<file path="config.mk">
export PLATFORM = sky130hd
export DESIGN_NAME = pipe_stall_ctrl
export DESIGN_NICKNAME = d
export VERILOG_FILES = /design/src/rtl/pipe_ctrl_pkg.sv /design/src/rtl/pipe_stall_ctrl_sat_counter.sv /design/src/rtl/pipe_stall_ctrl.sv
export SDC_FILE = /design/constraint.sdc
export NUM_CORES = 1
export LEC_CHECK = 0
export ABC_AREA = 1
export CAP_MARGIN = 25
export CORE_ASPECT_RATIO = 1.25
export CORE_MARGIN = 5
export CORE_UTILIZATION = 58
export CTS_BUF_LIST = sky130_fd_sc_hd__clkbuf_16
export CTS_CLUSTER_DIAMETER = 40
export DETAILED_ROUTE_END_ITERATION = 8
export HOLD_SLACK_MARGIN = 0.05
export PLACE_DENSITY = 0.86
export SKIP_CTS_REPAIR_TIMING = 1
export SLEW_MARGIN = 40
export SYNTH_ARGS = -nofsm -noshare
export SYNTH_HDL_FRONTEND = slang
export SYNTH_SLANG_ARGS = --single-unit
</file>
<file path="constraint.sdc">
create_clock -name clk_i -period 6.9 [get_ports clk_i]
set_input_delay 1.38 -clock clk_i [delete_from_list [all_inputs] [get_ports clk_i]]
set_output_delay 1.38 -clock clk_i [all_outputs]
set_load 0.1 [all_outputs]
</file>
<file path="src/rtl/pipe_ctrl_pkg.sv">
// Shared definitions for the pipeline stall/flush controller.
//   - controller state encoding
//   - PC source select codes
//   - NOP instruction word loaded by the flush consumers
//   - strobe bundle type plus constructors for each pipeline action
package pipe_ctrl_pkg;

  typedef enum logic [1:0] {
    ST_INIT      = 2'd0,
    ST_RUN       = 2'd1,
    ST_MDU_WAIT  = 2'd2,
    ST_EXC_DRAIN = 2'd3
  } state_e;

  localparam logic [1:0] PC_SEL_SEQ = 2'b00;
  localparam logic [1:0] PC_SEL_BR  = 2'b01;
  localparam logic [1:0] PC_SEL_EXC = 2'b10;

  // sll $0,$0,0
  localparam logic [31:0] NOP_INSTR = 32'h0000_0000;

  typedef struct packed {
    logic       pc_wena;
    logic [1:0] pc_sel;
    logic       if_id_wena;
    logic       if_id_flush;
    logic       id_ex_wena;
    logic       id_ex_flush;
    logic       ex_mem_flush;
  } strobes_t;

  // Frozen pipeline: nothing advances, every stage fed a bubble.
  function automatic strobes_t strb_init();
    strobes_t s;
    s = '{pc_wena: 1'b0, pc_sel: PC_SEL_SEQ, if_id_wena: 1'b0, if_id_flush: 1'b1,
          id_ex_wena: 1'b0, id_ex_flush: 1'b1, ex_mem_flush: 1'b1};
    return s;
  endfunction

  // Free-running pipeline.
  function automatic strobes_t strb_run();
    strobes_t s;
    s = '{pc_wena: 1'b1, pc_sel: PC_SEL_SEQ, if_id_wena: 1'b1, if_id_flush: 1'b0,
          id_ex_wena: 1'b1, id_ex_flush: 1'b0, ex_mem_flush: 1'b0};
    return s;
  endfunction

  // Exception redirect: fetch the vector and squash everything younger than MEM.
  function automatic strobes_t strb_exc();
    strobes_t s;
    s              = strb_run();
    s.pc_sel       = PC_SEL_EXC;
    s.if_id_flush  = 1'b1;
    s.id_ex_flush  = 1'b1;
    s.ex_mem_flush = 1'b1;
    return s;
  endfunction

  // MDU busy: freeze PC..ID/EX so the mult/div stays in EX, bubble into MEM.
  function automatic strobes_t strb_mdu();
    strobes_t s;
    s              = strb_run();
    s.pc_wena      = 1'b0;
    s.if_id_wena   = 1'b0;
    s.id_ex_wena   = 1'b0;
    s.ex_mem_flush = 1'b1;
    return s;
  endfunction

  // RAW hazard: hold PC and IF/ID, inject a bubble into ID/EX.
  function automatic strobes_t strb_hz();
    strobes_t s;
    s             = strb_run();
    s.pc_wena     = 1'b0;
    s.if_id_wena  = 1'b0;
    s.id_ex_flush = 1'b1;
    return s;
  endfunction

  // Taken branch; the delay-slot instruction in IF survives only when ds is set.
  function automatic strobes_t strb_br(input logic ds);
    strobes_t s;
    s             = strb_run();
    s.pc_sel      = PC_SEL_BR;
    s.if_id_flush = ~ds;
    return s;
  endfunction

  // Cycle after an exception: the instruction in ID was fetched from the
  // squashed path, so bubble it out of ID/EX.
  function automatic strobes_t strb_drain();
    strobes_t s;
    s             = strb_run();
    s.id_ex_flush = 1'b1;
    return s;
  endfunction

endpackage

</file>
<file path="src/rtl/pipe_stall_ctrl_sat_counter.sv">
// Saturating up-counter used for the stall/flush performance counters.
//   clk_i  - clock
//   rst_i  - async active-high reset, clears the count
//   clr_i  - synchronous clear (wins over inc_i)
//   inc_i  - count one event this cycle
//   cnt_o  - current count, sticks at all-ones
module sat_counter #(
  parameter int W = 32
) (
  input  logic         clk_i,
  input  logic         rst_i,
  input  logic         clr_i,
  input  logic         inc_i,
  output logic [W-1:0] cnt_o
);

  logic [W-1:0] cnt_q, cnt_d;

  always_comb begin
    cnt_d = cnt_q;
    if (clr_i)                     cnt_d = '0;
    else if (inc_i && cnt_q != '1) cnt_d = cnt_q + W'(1);
  end

  always_ff @(posedge clk_i or posedge rst_i) begin
    if (rst_i) cnt_q <= '0;
    else       cnt_q <= cnt_d;
  end

  assign cnt_o = cnt_q;

endmodule

</file>
<file path="src/rtl/pipe_stall_ctrl.sv">
// Pipeline stall/flush controller for the 5-stage MIPS core.
// Turns hazard, branch, MDU-busy and exception requests into per-stage
// write enables, flush strobes and the PC source select. Strobes are
// combinational from the registered state and the current inputs so they
// act at the very next posedge.
//   clk_i, rst_i        - clock, async active-high reset
//   hz_stall_i          - RAW stall request
//   br_taken_i          - branch/jump taken in ID
//   mdu_busy_i          - mult/div in EX not done
//   exc_flush_i         - exception/eret committed in MEM
//   pc_wena_o, pc_sel_o - PC write enable and source (seq/branch/vector)
//   if_id_*, id_ex_*    - pipeline register write enables and flushes
//   ex_mem_flush_o      - EX/MEM bubble insert
//   stall_cnt_o         - cycles with PC held (outside startup)
//   flush_cnt_o         - branch + exception redirects
//   err_o               - sticky MDU watchdog error
module pipe_stall_ctrl
  import pipe_ctrl_pkg::*;
#(
  parameter int STARTUP_CYCLES = 2,
  parameter int DELAY_SLOT     = 1,
  parameter int CNT_W          = 32,
  parameter int MDU_TIMEOUT    = 64
) (
  input  logic             clk_i,
  input  logic             rst_i,
  input  logic             hz_stall_i,
  input  logic             br_taken_i,
  input  logic             mdu_busy_i,
  input  logic             exc_flush_i,
  output logic             pc_wena_o,
  output logic [1:0]       pc_sel_o,
  output logic             if_id_wena_o,
  output logic             if_id_flush_o,
  output logic             id_ex_wena_o,
  output logic             id_ex_flush_o,
  output logic             ex_mem_flush_o,
  output logic [CNT_W-1:0] stall_cnt_o,
  output logic [CNT_W-1:0] flush_cnt_o,
  output logic             err_o
);

  localparam int IW = (STARTUP_CYCLES > 1) ? $clog2(STARTUP_CYCLES) : 1;
  localparam int WW = $clog2(MDU_TIMEOUT + 1);
  localparam logic [IW-1:0] INIT_LOAD = IW'(STARTUP_CYCLES - 1);
  localparam logic [WW-1:0] WAIT_MAX  = WW'(MDU_TIMEOUT);

  state_e        state_q, state_d;
  logic [IW-1:0] init_cnt_q, init_cnt_d;
  logic [WW-1:0] wait_cnt_q, wait_cnt_d;
  logic          err_q, err_d;
  strobes_t      strb;
  logic          stall_inc, flush_inc, cnt_clr;

  always_comb begin
    state_d    = state_q;
    init_cnt_d = init_cnt_q;
    wait_cnt_d = '0;
    err_d      = err_q;
    strb       = strb_init();
    stall_inc  = 1'b0;
    flush_inc  = 1'b0;

    if (state_q == ST_INIT) begin
      // Held frozen; all requests ignored until the pipeline has settled.
      if (init_cnt_q == '0) state_d = ST_RUN;
      else                  init_cnt_d = init_cnt_q - IW'(1);
    end else if (exc_flush_i) begin
      // Exceptions win from every running state, including over MDU busy.
      strb      = strb_exc();
      flush_inc = 1'b1;
      state_d   = ST_EXC_DRAIN;
    end else if (state_q == ST_EXC_DRAIN) begin
      // Stall/branch/busy requests here come from squashed instructions.
      strb    = strb_drain();
      state_d = ST_RUN;
    end else if (mdu_busy_i) begin
      // Wait count is zero in RUN, so the first busy cycle counts as 1.
      strb       = strb_mdu();
      stall_inc  = 1'b1;
      state_d    = ST_MDU_WAIT;
      wait_cnt_d = (wait_cnt_q == WAIT_MAX) ? wait_cnt_q : wait_cnt_q + WW'(1);
      if (wait_cnt_d == WAIT_MAX) err_d = 1'b1;
    end else begin
      // RUN, or MDU_WAIT with busy just dropped: resolve stall/branch now.
      state_d = ST_RUN;
      if (hz_stall_i) begin
        // Branch operands aren't ready yet, so a taken branch is not trusted.
        strb      = strb_hz();
        stall_inc = 1'b1;
      end else if (br_taken_i) begin
        strb      = strb_br(DELAY_SLOT != 0);
        flush_inc = 1'b1;
      end else begin
        strb = strb_run();
      end
    end
  end

  always_ff @(posedge clk_i or posedge rst_i) begin
    if (rst_i) begin
      state_q    <= ST_INIT;
      init_cnt_q <= INIT_LOAD;
      wait_cnt_q <= '0;
      err_q      <= 1'b0;
    end else begin
      state_q    <= state_d;
      init_cnt_q <= init_cnt_d;
      wait_cnt_q <= wait_cnt_d;
      err_q      <= err_d;
    end
  end

  // Counters restart cleanly for every startup sequence.
  assign cnt_clr = (state_q == ST_INIT);

  sat_counter #(.W(CNT_W)) u_stall_cnt (
    .clk_i (clk_i),
    .rst_i (rst_i),
    .clr_i (cnt_clr),
    .inc_i (stall_inc),
    .cnt_o (stall_cnt_o)
  );

  sat_counter #(.W(CNT_W)) u_flush_cnt (
    .clk_i (clk_i),
    .rst_i (rst_i),
    .clr_i (cnt_clr),
    .inc_i (flush_inc),
    .cnt_o (flush_cnt_o)
  );

  assign pc_wena_o      = strb.pc_wena;
  assign pc_sel_o       = strb.pc_sel;
  assign if_id_wena_o   = strb.if_id_wena;
  assign if_id_flush_o  = strb.if_id_flush;
  assign id_ex_wena_o   = strb.id_ex_wena;
  assign id_ex_flush_o  = strb.id_ex_flush;
  assign ex_mem_flush_o = strb.ex_mem_flush;
  assign err_o          = err_q;

endmodule

</file>
==> results.yml <==
clock_tree:
  cts_tree: "done"
  clockBufferDepth: 2
  clock_sinks: 75
  clkTransAtPathRegs_ns: 0.06
  cts_root_buf: "clkbuf_16"
  cts_max_level: 3
  cts_buffers: 9
  clock_latency_ns: 0.35
synthesis:
  yosys_warnings: 0
  synthDistinctLibCells: 32
  synth_fp_nets: 807
  synth_cells: 795
  yosys.area.top_type_share_pct: 36.1
  async_flop_share_pct: 100
  synthFlopType: "dfrtp_1"
  synth_area_leader_cell: "dfrtp_1"
  ys_seq_elements: 75
  synth.area.top_cells: "dfrtp_1, nand2_1, nor2_1"
  synthesis.area_mm2: 0.00513
  synth-edff-count: 0
  syn_area_per_cell_um2: 6.45
  ys_seq_area_share_pct: 36.6
final_layout:
  nFillCells: 746
  antennaDiodeCount: 0
  drive_gt1_share_pct: 13.7
  final_nets: 878
  syn_to_final_growth_pct: 16.3
  fin_cells: 991
  utilization_pct: 68.9
  final_cell_area_mm2: 0.00596
sta:
  setup_viol: 0
  slew_violations: 0
  rsz0062_at_grt: "no"
  finClkSkew_ns: 0.00651
  fin_crit_ns: 4.17
  period_share_pct: 60.4
  hold_viol_final: 0
  setup_tns_ns: 0
  hold_slack_ns: 0.454
  max_freq_ghz: 0.240
  tightest_slew_ns: 0.743
  max-slew-margin-rel_pct: 50.4
setup_path:
  cp_max_fo: 4
  crit_path_start_kind: "primary input"
  crit_required_ns: 5.52
  cp.arrival_ns: 2.79
  r2r_slack_ns: 3.62
  setup.worst_path.end_class: "primary output"
  critPathKind: "primary input to primary output"
  rr_endpoint: "u_flush_cnt.cnt_o[4]$_DFFE_PP0P_"
  ff2ff_path_depth: 8
  r2r-start: "state_q[0]$_DFFE_PP0P_"
worst_hold_path:
  hold_path.class: "register to register"
  whs_endpoint: "err_o$_DFFE_PP0P_"
  hp-start: "err_o$_DFFE_PP0P_"
  worstHoldPathCells: 2
pwr:
  power_density_mw_per_mm2: 239
  ir_drop_mv: 0.291
  p_leak_nw: 2.97
detailed_routing:
  drt-initial-drc-count: 305
  dr.pass1.iters: 5
  drcViolationCount: 0
  vias: 5395
  wl_per_cell_um: 14.4
  drtAntennaViolNets: 0
  wirelength_mm: 14.2
  viasPerCell: 5.44
global_route:
  grt_max_degree: 76
  busiest_layer: "met2"
  grt_pass1_wl_mm: 24.0
  grt_usage_pct: 27.8
  grt_pass1_vias: 5292
  grt_overflow_total: 0
  antenna_found_initial: 0
  gr-usage-met1_pct: 31.6
  use_met3_pct: 3.86
  use_met2_pct: 49.6
place:
  placed_cells: 974
  post_dp_cell_area_mm2: 0.00560
  portBuffers: 78
  place_congestion: 0.942
  dp_hpwl_mm: 10.2
die:
  io_pins: 79
  fp.dieH_um: 115
  die_area_mm2: 0.0108
  row_count: 38
  start_util_pct: 59.3
  core-area_mm2: 0.00865
  die_width_um: 94.1
flow_run:
  drv_cap: 0
outcome:
  outcome: "complete, no violations"
[state kept, by name (all words and copies together), names as in the netlist]
signal / count
u_stall_cnt.cnt_o: 32
init_cnt_q: 1
state_q: 2
u_flush_cnt.cnt_o: 32
err_o: 1
wait_cnt_q: 7
[power by group]
group | internal [mW] | switching, mW | leakage [nW] | total [mW]
Combinational | 0.0632 | 0.307 | 1.78 | 0.370
Sequential | 0.464 | 0.0370 | 1.02 | 0.501
Clock | 0.356 | 0.199 | 0.163 | 0.555
[Yosys cell counts (2+ instances only)]
| master | instances |
|---|---|
| nor2_8 | 2 |
| nand2_2 | 3 |
| ha_1 | 6 |
| nor2_2 | 4 |
| xnor2_1 | 10 |
| nand2_1 | 310 |
| o21ai_0 | 2 |
| nand4_1 | 45 |
| nor2_1 | 133 |
| inv_1 | 69 |
| inv_2 | 2 |
| dfrtp_1 | 74 |
| a31oi_1 | 2 |
| buf_1 | 6 |
| o21ai_1 | 3 |
| buf_6 | 3 |
| nand3_1 | 74 |
| a21oi_1 | 2 |
| buf_4 | 4 |
| xor2_1 | 7 |
| buf_2 | 4 |
| or2_2 | 8 |
| clkbuf_1 | 5 |
| o21bai_1 | 9 |
[cells in the final DEF (no fill, tap or decap), types with 2 or more instances in the layout]
| cell type | netlist | final |
|---|---|---|
| xor2_1 | 7 | 7 |
| nand2_1 | 310 | 310 |
| nand3_1 | 74 | 74 |
| nor2_1 | 133 | 133 |
| clkdlybuf4s50_1 | 0 | 5 |
| bufinv_16 | 0 | 3 |
| ha_1 | 6 | 6 |
| nand4_1 | 45 | 45 |
| a31oi_1 | 2 | 2 |
| o21bai_1 | 9 | 9 |
| o21ai_0 | 2 | 2 |
| xnor2_1 | 10 | 10 |
| clkinvlp_4 | 0 | 2 |
| o21ai_1 | 3 | 3 |
| inv_2 | 2 | 3 |
| buf_4 | 4 | 2 |
| inv_1 | 69 | 68 |
| buf_2 | 4 | 73 |
| nor2_8 | 2 | 2 |
| nand2_2 | 3 | 3 |
| inv_6 | 0 | 2 |
| clkbuf_16 | 0 | 9 |
| a21oi_4 | 1 | 2 |
| or2_2 | 8 | 8 |
| a21oi_1 | 2 | 2 |
| dfrtp_1 | 74 | 74 |
| nor2_2 | 4 | 4 |
[cells by family (layout without fill, tap and decap cells)]
logic type | Yosys count | after routing | synth area share (%)
buffers and inverters | 93 | 169 | 7.64
xor gates and xnor gates | 17 | 17 | 2.90
DFF | 75 | 75 | 36.6
AOI/OAI and AO/OA | 20 | 20 | 2.73
and+or+nand+nor | 584 | 584 | 48.6
adders and majority gates | 6 | 6 | 1.46
[worst max path at each step]
stage	slack [ns]	endpoint	depth (start not counted)	startpoint
floorplan	1.73	id_ex_flush_o	4	exc_flush_i
global placement	2.08	id_ex_flush_o	6	exc_flush_i
detailed placement	2.75	id_ex_flush_o	6	exc_flush_i
CTS	2.75	id_ex_flush_o	6	exc_flush_i
global route	2.67	id_ex_flush_o	6	exc_flush_i
finish	2.73	id_ex_flush_o	6	exc_flush_i
[critical path: stages]
cell	delay, ns
clkdlybuf4s50_1	0.54
nor2_1	0.07
inv_1	0.13
nor2_1	0.08
a31oi_1	0.14
buf_2	0.45
[area by class of cell]
class | count | area [um2] | share of cell area (%)
Multi-Input combinational cell | 627 | 2870 | 48.0
Inverter | 71 | 267 | 4.47
Sequential cell | 75 | 1880 | 31.5
Timing Repair Buffer | 82 | 457 | 7.66
Tap cell | 120 | 150 | 2.52
Clock inverter | 7 | 123 | 2.06
Clock buffer | 9 | 225 | 3.78
[layer usage]
metal | wire [um] | share of wire, % | vias to the layer above
li1 | - | - | 2659
met1 | 5650 | 40 | 2516
met2 | 7320 | 51 | 174
met3 | 673 | 4.7 | 46
met4 | 589 | 4.1 | 0
met5 | 0 | 0 | -
[through the flow]
stage	setup slack [ns]	power, mW
global route	2.67	1.48
floorplan	1.73	0.813
finish	2.73	1.43
detailed placement	2.75	0.877
CTS	2.75	1.43
global placement	2.08	0.896
Power figures use the tool's default switching activity.
==> RTL change 1 (same flow settings) <==
Re-encode `state_e` (4 states) as one-hot, 4 bits wide.
--- a/src/rtl/pipe_ctrl_pkg.sv
+++ b/src/rtl/pipe_ctrl_pkg.sv
@@ -6,9 +6,9 @@
 package pipe_ctrl_pkg;
 
-  typedef enum logic [1:0] {
-    ST_INIT      = 2'd0,
-    ST_RUN       = 2'd1,
-    ST_MDU_WAIT  = 2'd2,
-    ST_EXC_DRAIN = 2'd3
+  typedef enum logic [3:0] {
+    ST_INIT      = 4'b0001,
+    ST_RUN       = 4'b0010,
+    ST_MDU_WAIT  = 4'b0100,
+    ST_EXC_DRAIN = 4'b1000
   } state_e;
 
Check against the original RTL: same outputs for any inputs over 10 cycles, from zero or initial values and one cycle with rst_i high; not proved beyond that.
==> RTL change 1 against the original RTL <==
Routed wire length decreased by 0.77%; sequential power increased by 4.2%; hold slack improved by 0.022 ns; non-clock buffer count increased by 1; design area decreased by 0.94%; area after synthesis decreased by 0.56%; power decreased by 1.3%; setup slack got worse by 0.095 ns; sequential cell count increased by 2.
==> RTL change 1: results (changes against the original RTL) <==
Placement
  – HPWL Detailed: 10,310 µm (+1.2%)
  – GPL Wtd Cong: 0.9829 (+4.4%)
  – Dpl ws: 2.665 ns (-0.08508 ns)
  – Placed insts: 977 (+0.31%)
  – Count of input and output buffers: 78 (unchanged)

Critical path
  – Worst R2R Setup Slack: 4.30 ns (+0.68 ns)
  – Crit-path max FO: 8 (+4)
  – R2r startpoint: u_flush_cnt.cnt_o[0]
  – Worst Path Arrival: 2.88 ns (+0.09 ns)
  – R2R depth: 11 (+3)
  – Terminus of the critical flop-to-flop path: u_flush_cnt.cnt_o[22]
  – Worst stage delay on the critical path: 0.51 ns (-0.03 ns)

Logic synthesis
  – Mapped Avg Cell Area: 6.430 µm² (-0.31%)
  – Synth area leaders: dfrtp_1, nand2_1, nor2_1, nand3_1, inv_1
  – Post-synthesis sequential area ratio: 37.84% (+1.2 points)
  – Mapped Nets: 803 (-0.50%)
  – Library cells used by synthesis: 28 (-13%)
  – Most instantiated cells after synthesis: nand2_1, nor2_1, dfrtp_1, nand3_1, inv_1

Route
  – Initial drt markers: 429 (+41%)
  – Vias per Instance: 5.411 (-0.61%)
  – Drt total wl: 14,120 µm (-0.77%)
  – DR vias: 5,373 (-0.41%)
  – Pre-Repair DR Iteration Count: 7 (+2)

Worst hold path
  – Hold Path Origin: err_o
  – WHS Endpoint: err_o
  – Hold path depth: 2 (unchanged)

Global routing
  – Initial antenna violation count: 0 (unchanged)
  – First-pass GRT wire length: 23,930 µm (-0.46%)
  – GRT Overall Usage: 27.80% (about the same)
  – Largest net degree at the start of global routing: 78 (+2.6%)
  – Vias in the first global route: 5,337 (+0.85%)

Clock tree
  – CTS root buffer: clkbuf_16

Power
  – Pleak: 2.922 nW (-1.5%)
  – Peak supply drop: 0.2483 mV (-15%)
  – Switching Power: 549.7 µW (+1.2%)

Outcome
  – Outcome: complete, no violations

STA
  – Clock Skew: 0.008347 ns (+0.001840 ns)
  – Slew margin rel.: 49.07% (-1.3 points)

Finish
  – Fraction of layout cells with a size suffix above 1: 12.94% (-0.72 points)
## RTL change 1: kinds of logic after synthesis
kind of cell,after synthesis,share of synthesized area (%)
fa+ha+maj,4,0.9816
flops,77,37.84
compound gates,23,2.626
buf+inv,84,7.386
xor+xnor,29,4.982
simple gates,576,46.18
## RTL change 1: worst max-delay path: cells and delay by family
| family | cells | cell delay, ns |
|---|---|---|
| compound gates | 1 | 0.14 |
| buf+inv | 3 | 1.04 |
| simple gates | 2 | 0.32 |
## RTL change 1: metal layers
metal	global-route usage (%)	wire length [µm]	share of wire, %
met1	32.01	5428	38
met2	47.70	7041	50
met3	3.338	843	6.0
met4	19.46	808	5.7
met5	0	0	0
## RTL change 1: worst max-delay path by stage
stage / startpoint / depth (start not counted) / slack (ns) / endpoint
after floorplan: mdu_busy_i / 2 / 1.95 / ex_mem_flush_o
after CTS: exc_flush_i / 6 / 2.67 / id_ex_flush_o
after global placement: exc_flush_i / 6 / 1.98 / id_ex_flush_o
after detailed placement: exc_flush_i / 6 / 2.67 / id_ex_flush_o
final: exc_flush_i / 6 / 2.64 / id_ex_flush_o
after global routing: exc_flush_i / 6 / 2.55 / id_ex_flush_o
## RTL change 1: per-stage QoR
| step | total power [mW] | utilization, % | hold WS (ns) | instance area (µm²) |
|---|---|---|---|---|
| 2_1_floorplan | 0.8276 | - | 0.4443 | 5099 |
| 3_3_place_gp | 0.9096 | 68.41 | 0.4506 | 5919 |
| 3_5_place_dp | 0.8937 | 64.53 | 0.4558 | 5584 |
| 4_1_cts | 1.413 | 68.28 | 0.4765 | 5908 |
| 5_1_grt | 1.460 | 68.28 | 0.5102 | 5908 |
| 6_report | 1.408 | 68.28 | 0.4761 | 5908 |
## RTL change 1: power by group through the flow
stage / sequential [mW] / combinational (mW) / clock, mW
final: 0.522 / 0.368 / 0.519
after global routing: 0.526 / 0.389 / 0.545
after CTS: 0.521 / 0.369 / 0.523
after detailed placement: 0.528 / 0.366 / 0
after global placement: 0.526 / 0.383 / 0
after floorplan: 0.700 / 0.128 / 0
## RTL change 1: layout make-up
type | instances | area (µm²)
clock buffer | 9 | 225.2
inverter | 65 | 244.0
multi-input combinational | 632 | 2793
timing repair buffer | 83 | 467.9
clock inverter | 7 | 98.84
fill | 769 | 2745
tap | 120 | 150.1
sequential | 77 | 1929
==> RTL change 2 (config.mk and constraints unchanged) <==
Without the edit above. Set the parameter `STARTUP_CYCLES` to 1 (it was 2).
--- a/src/rtl/pipe_stall_ctrl.sv
+++ b/src/rtl/pipe_stall_ctrl.sv
@@ -18,5 +18,5 @@
   import pipe_ctrl_pkg::*;
 #(
-  parameter int STARTUP_CYCLES = 2,
+  parameter int STARTUP_CYCLES = 1,
   parameter int DELAY_SLOT     = 1,
   parameter int CNT_W          = 32,
Function: changed (Yosys sat finds a counterexample within 4 cycles, from zero or initial values and one cycle with rst_i high).
==> RTL change 2 against the original RTL <==
Combinational power is 8.9% lower; die area grew 0.31%; setup slack worse by 0.12 ns; area after synthesis grew 0.34%; routed wire length is 0.86% lower; sequential cell count shrank 1; power shrank 13%; design area shrank 2.3%; sequential share of layout area is 0.29 points higher; highest routed layer unchanged; largest cell class unchanged.
==> RTL change 2: results (changes against the original RTL) <==
Power
  – Pleak: 2.978 nW (+0.42%)
  – Switch share: 39.67% (+1.6 points)
  – Peak supply drop: 0.2318 mV (-20%)

Route
  – Drt total wl: 14,110 µm (-0.86%)
  – Initial drt markers: 368 (+21%)
  – Vias per Instance: 5.493 (+0.91%)
  – DR vias: 5,411 (+0.30%)

Outcome
  – Outcome: complete, no violations

Critical path
  – Worst stage delay on the critical path: 0.44 ns (-0.10 ns)
  – Worst Path Arrival: 2.91 ns (+0.12 ns)
  – Crit-path max FO: 5 (+1)
  – Terminus of the critical flop-to-flop path: u_stall_cnt.cnt_o[14]
  – R2R depth: 9 (+1)

Global routing
  – Largest net degree at the start of global routing: 86 (+13%)
  – First-pass GRT wire length: 23,600 µm (-1.8%)
  – Vias in the first global route: 5,148 (-2.7%)
  – GRT Overall Usage: 27.32% (-0.47 points)

Logic synthesis
  – Library cells used by synthesis: 28 (-13%)
  – Synth Area in Compound Gates: 1.848% (-0.88 points)
  – Most instantiated cells after synthesis: nand2_1, nor2_1, nand3_1, dfrtp_1, inv_1
  – Mapped Avg Cell Area: 6.480 µm² (+0.47%)
  – Mapped Nets: 806 (-0.12%)
  – Synth area leaders: dfrtp_1, nand2_1, nor2_1, nand3_1, nand4_1
  – Xor and xnor area share after synthesis: 3.234% (+0.33 points)
  – Adder-Cell Fraction of Synth Area: 1.459% (-0.0050 points)
  – Post-synthesis sequential area ratio: 35.99% (-0.64 points)

Finish
  – Area grow syn2layout: 13.28%
  – Nets@finish: 874 (-0.46%)

STA
  – Clock Skew: 0.006883 ns (+0.0003765 ns)
  – Worst Slack Setup Final: 2.610 ns (-0.1227 ns)

Placement
  – Placed insts: 971 (-0.31%)
  – HPWL Detailed: 10,160 µm (-0.29%)
  – Dpl cell area: 5574 µm² (-0.49%)
-- RTL change 2: cell types whose count changed in the layout (fill, tap and decap cells not counted), sizes merged, moves of 3 or more --
cell,before,now
inv,73,68
bufinv,3,0
clkinv,0,3
o21bai,9,4
o21ai,5,1
nand3,75,80
xor2,7,10
nand2,314,320
-- RTL change 2: how the worst min path moves through the flow --
stage	slack, ns	from	endpoint
4_1_cts	0.47	err_o	err_o
2_1_floorplan	0.56	wait_cnt_q[6]	wait_cnt_q[6]
3_3_place_gp	0.44	err_o	err_o
3_5_place_dp	0.46	err_o	err_o
6_report	0.47	err_o	err_o
5_1_grt	0.51	err_o	err_o
-- RTL change 2: cell type report --
type,count,share of cell area [%]
multi-input cells,630,49.53
flip-flops and latches,74,31.77
repair buffers,80,7.514
inverters,67,4.315
clock buffers,9,3.864
well taps,120,2.576
clock inverters,5,0.4294
-- RTL change 2: power groups by stage --
stage                     Sequential [mW]  Clock [mW]  Combinational, mW
final                               0.492       0.413              0.337
after global routing                0.496       0.434              0.358
after CTS                           0.491       0.419              0.339
after detailed placement            0.498           0              0.338
after global placement              0.497           0              0.357
after floorplan                     0.649           0              0.133
-- RTL change 2: cell families after synthesis --
logic type                 after synthesis
buffers and inverters                   90
AOI/OAI and AO/OA                       12
xor gates and xnor gates                19
and+or+nand+nor                        593
DFF                                     74
adders and majority gates                6
-- RTL change 2: per-layer routing --
layer | global-route usage [%] | part of all wire, %
met4 | 13.58 | 3.5
met2 | 49.48 | 51
met3 | 3.861 | 5.4
met1 | 31.16 | 40
met5 | 0 | 0
-- RTL change 2: worst max-delay path: cells and delay by family --
| kind | cells | cell delay, ns |
|---|---|---|
| buf+inv | 4 | 1.05 |
| compound gates | 1 | 0.39 |
| simple gates | 1 | 0.08 |
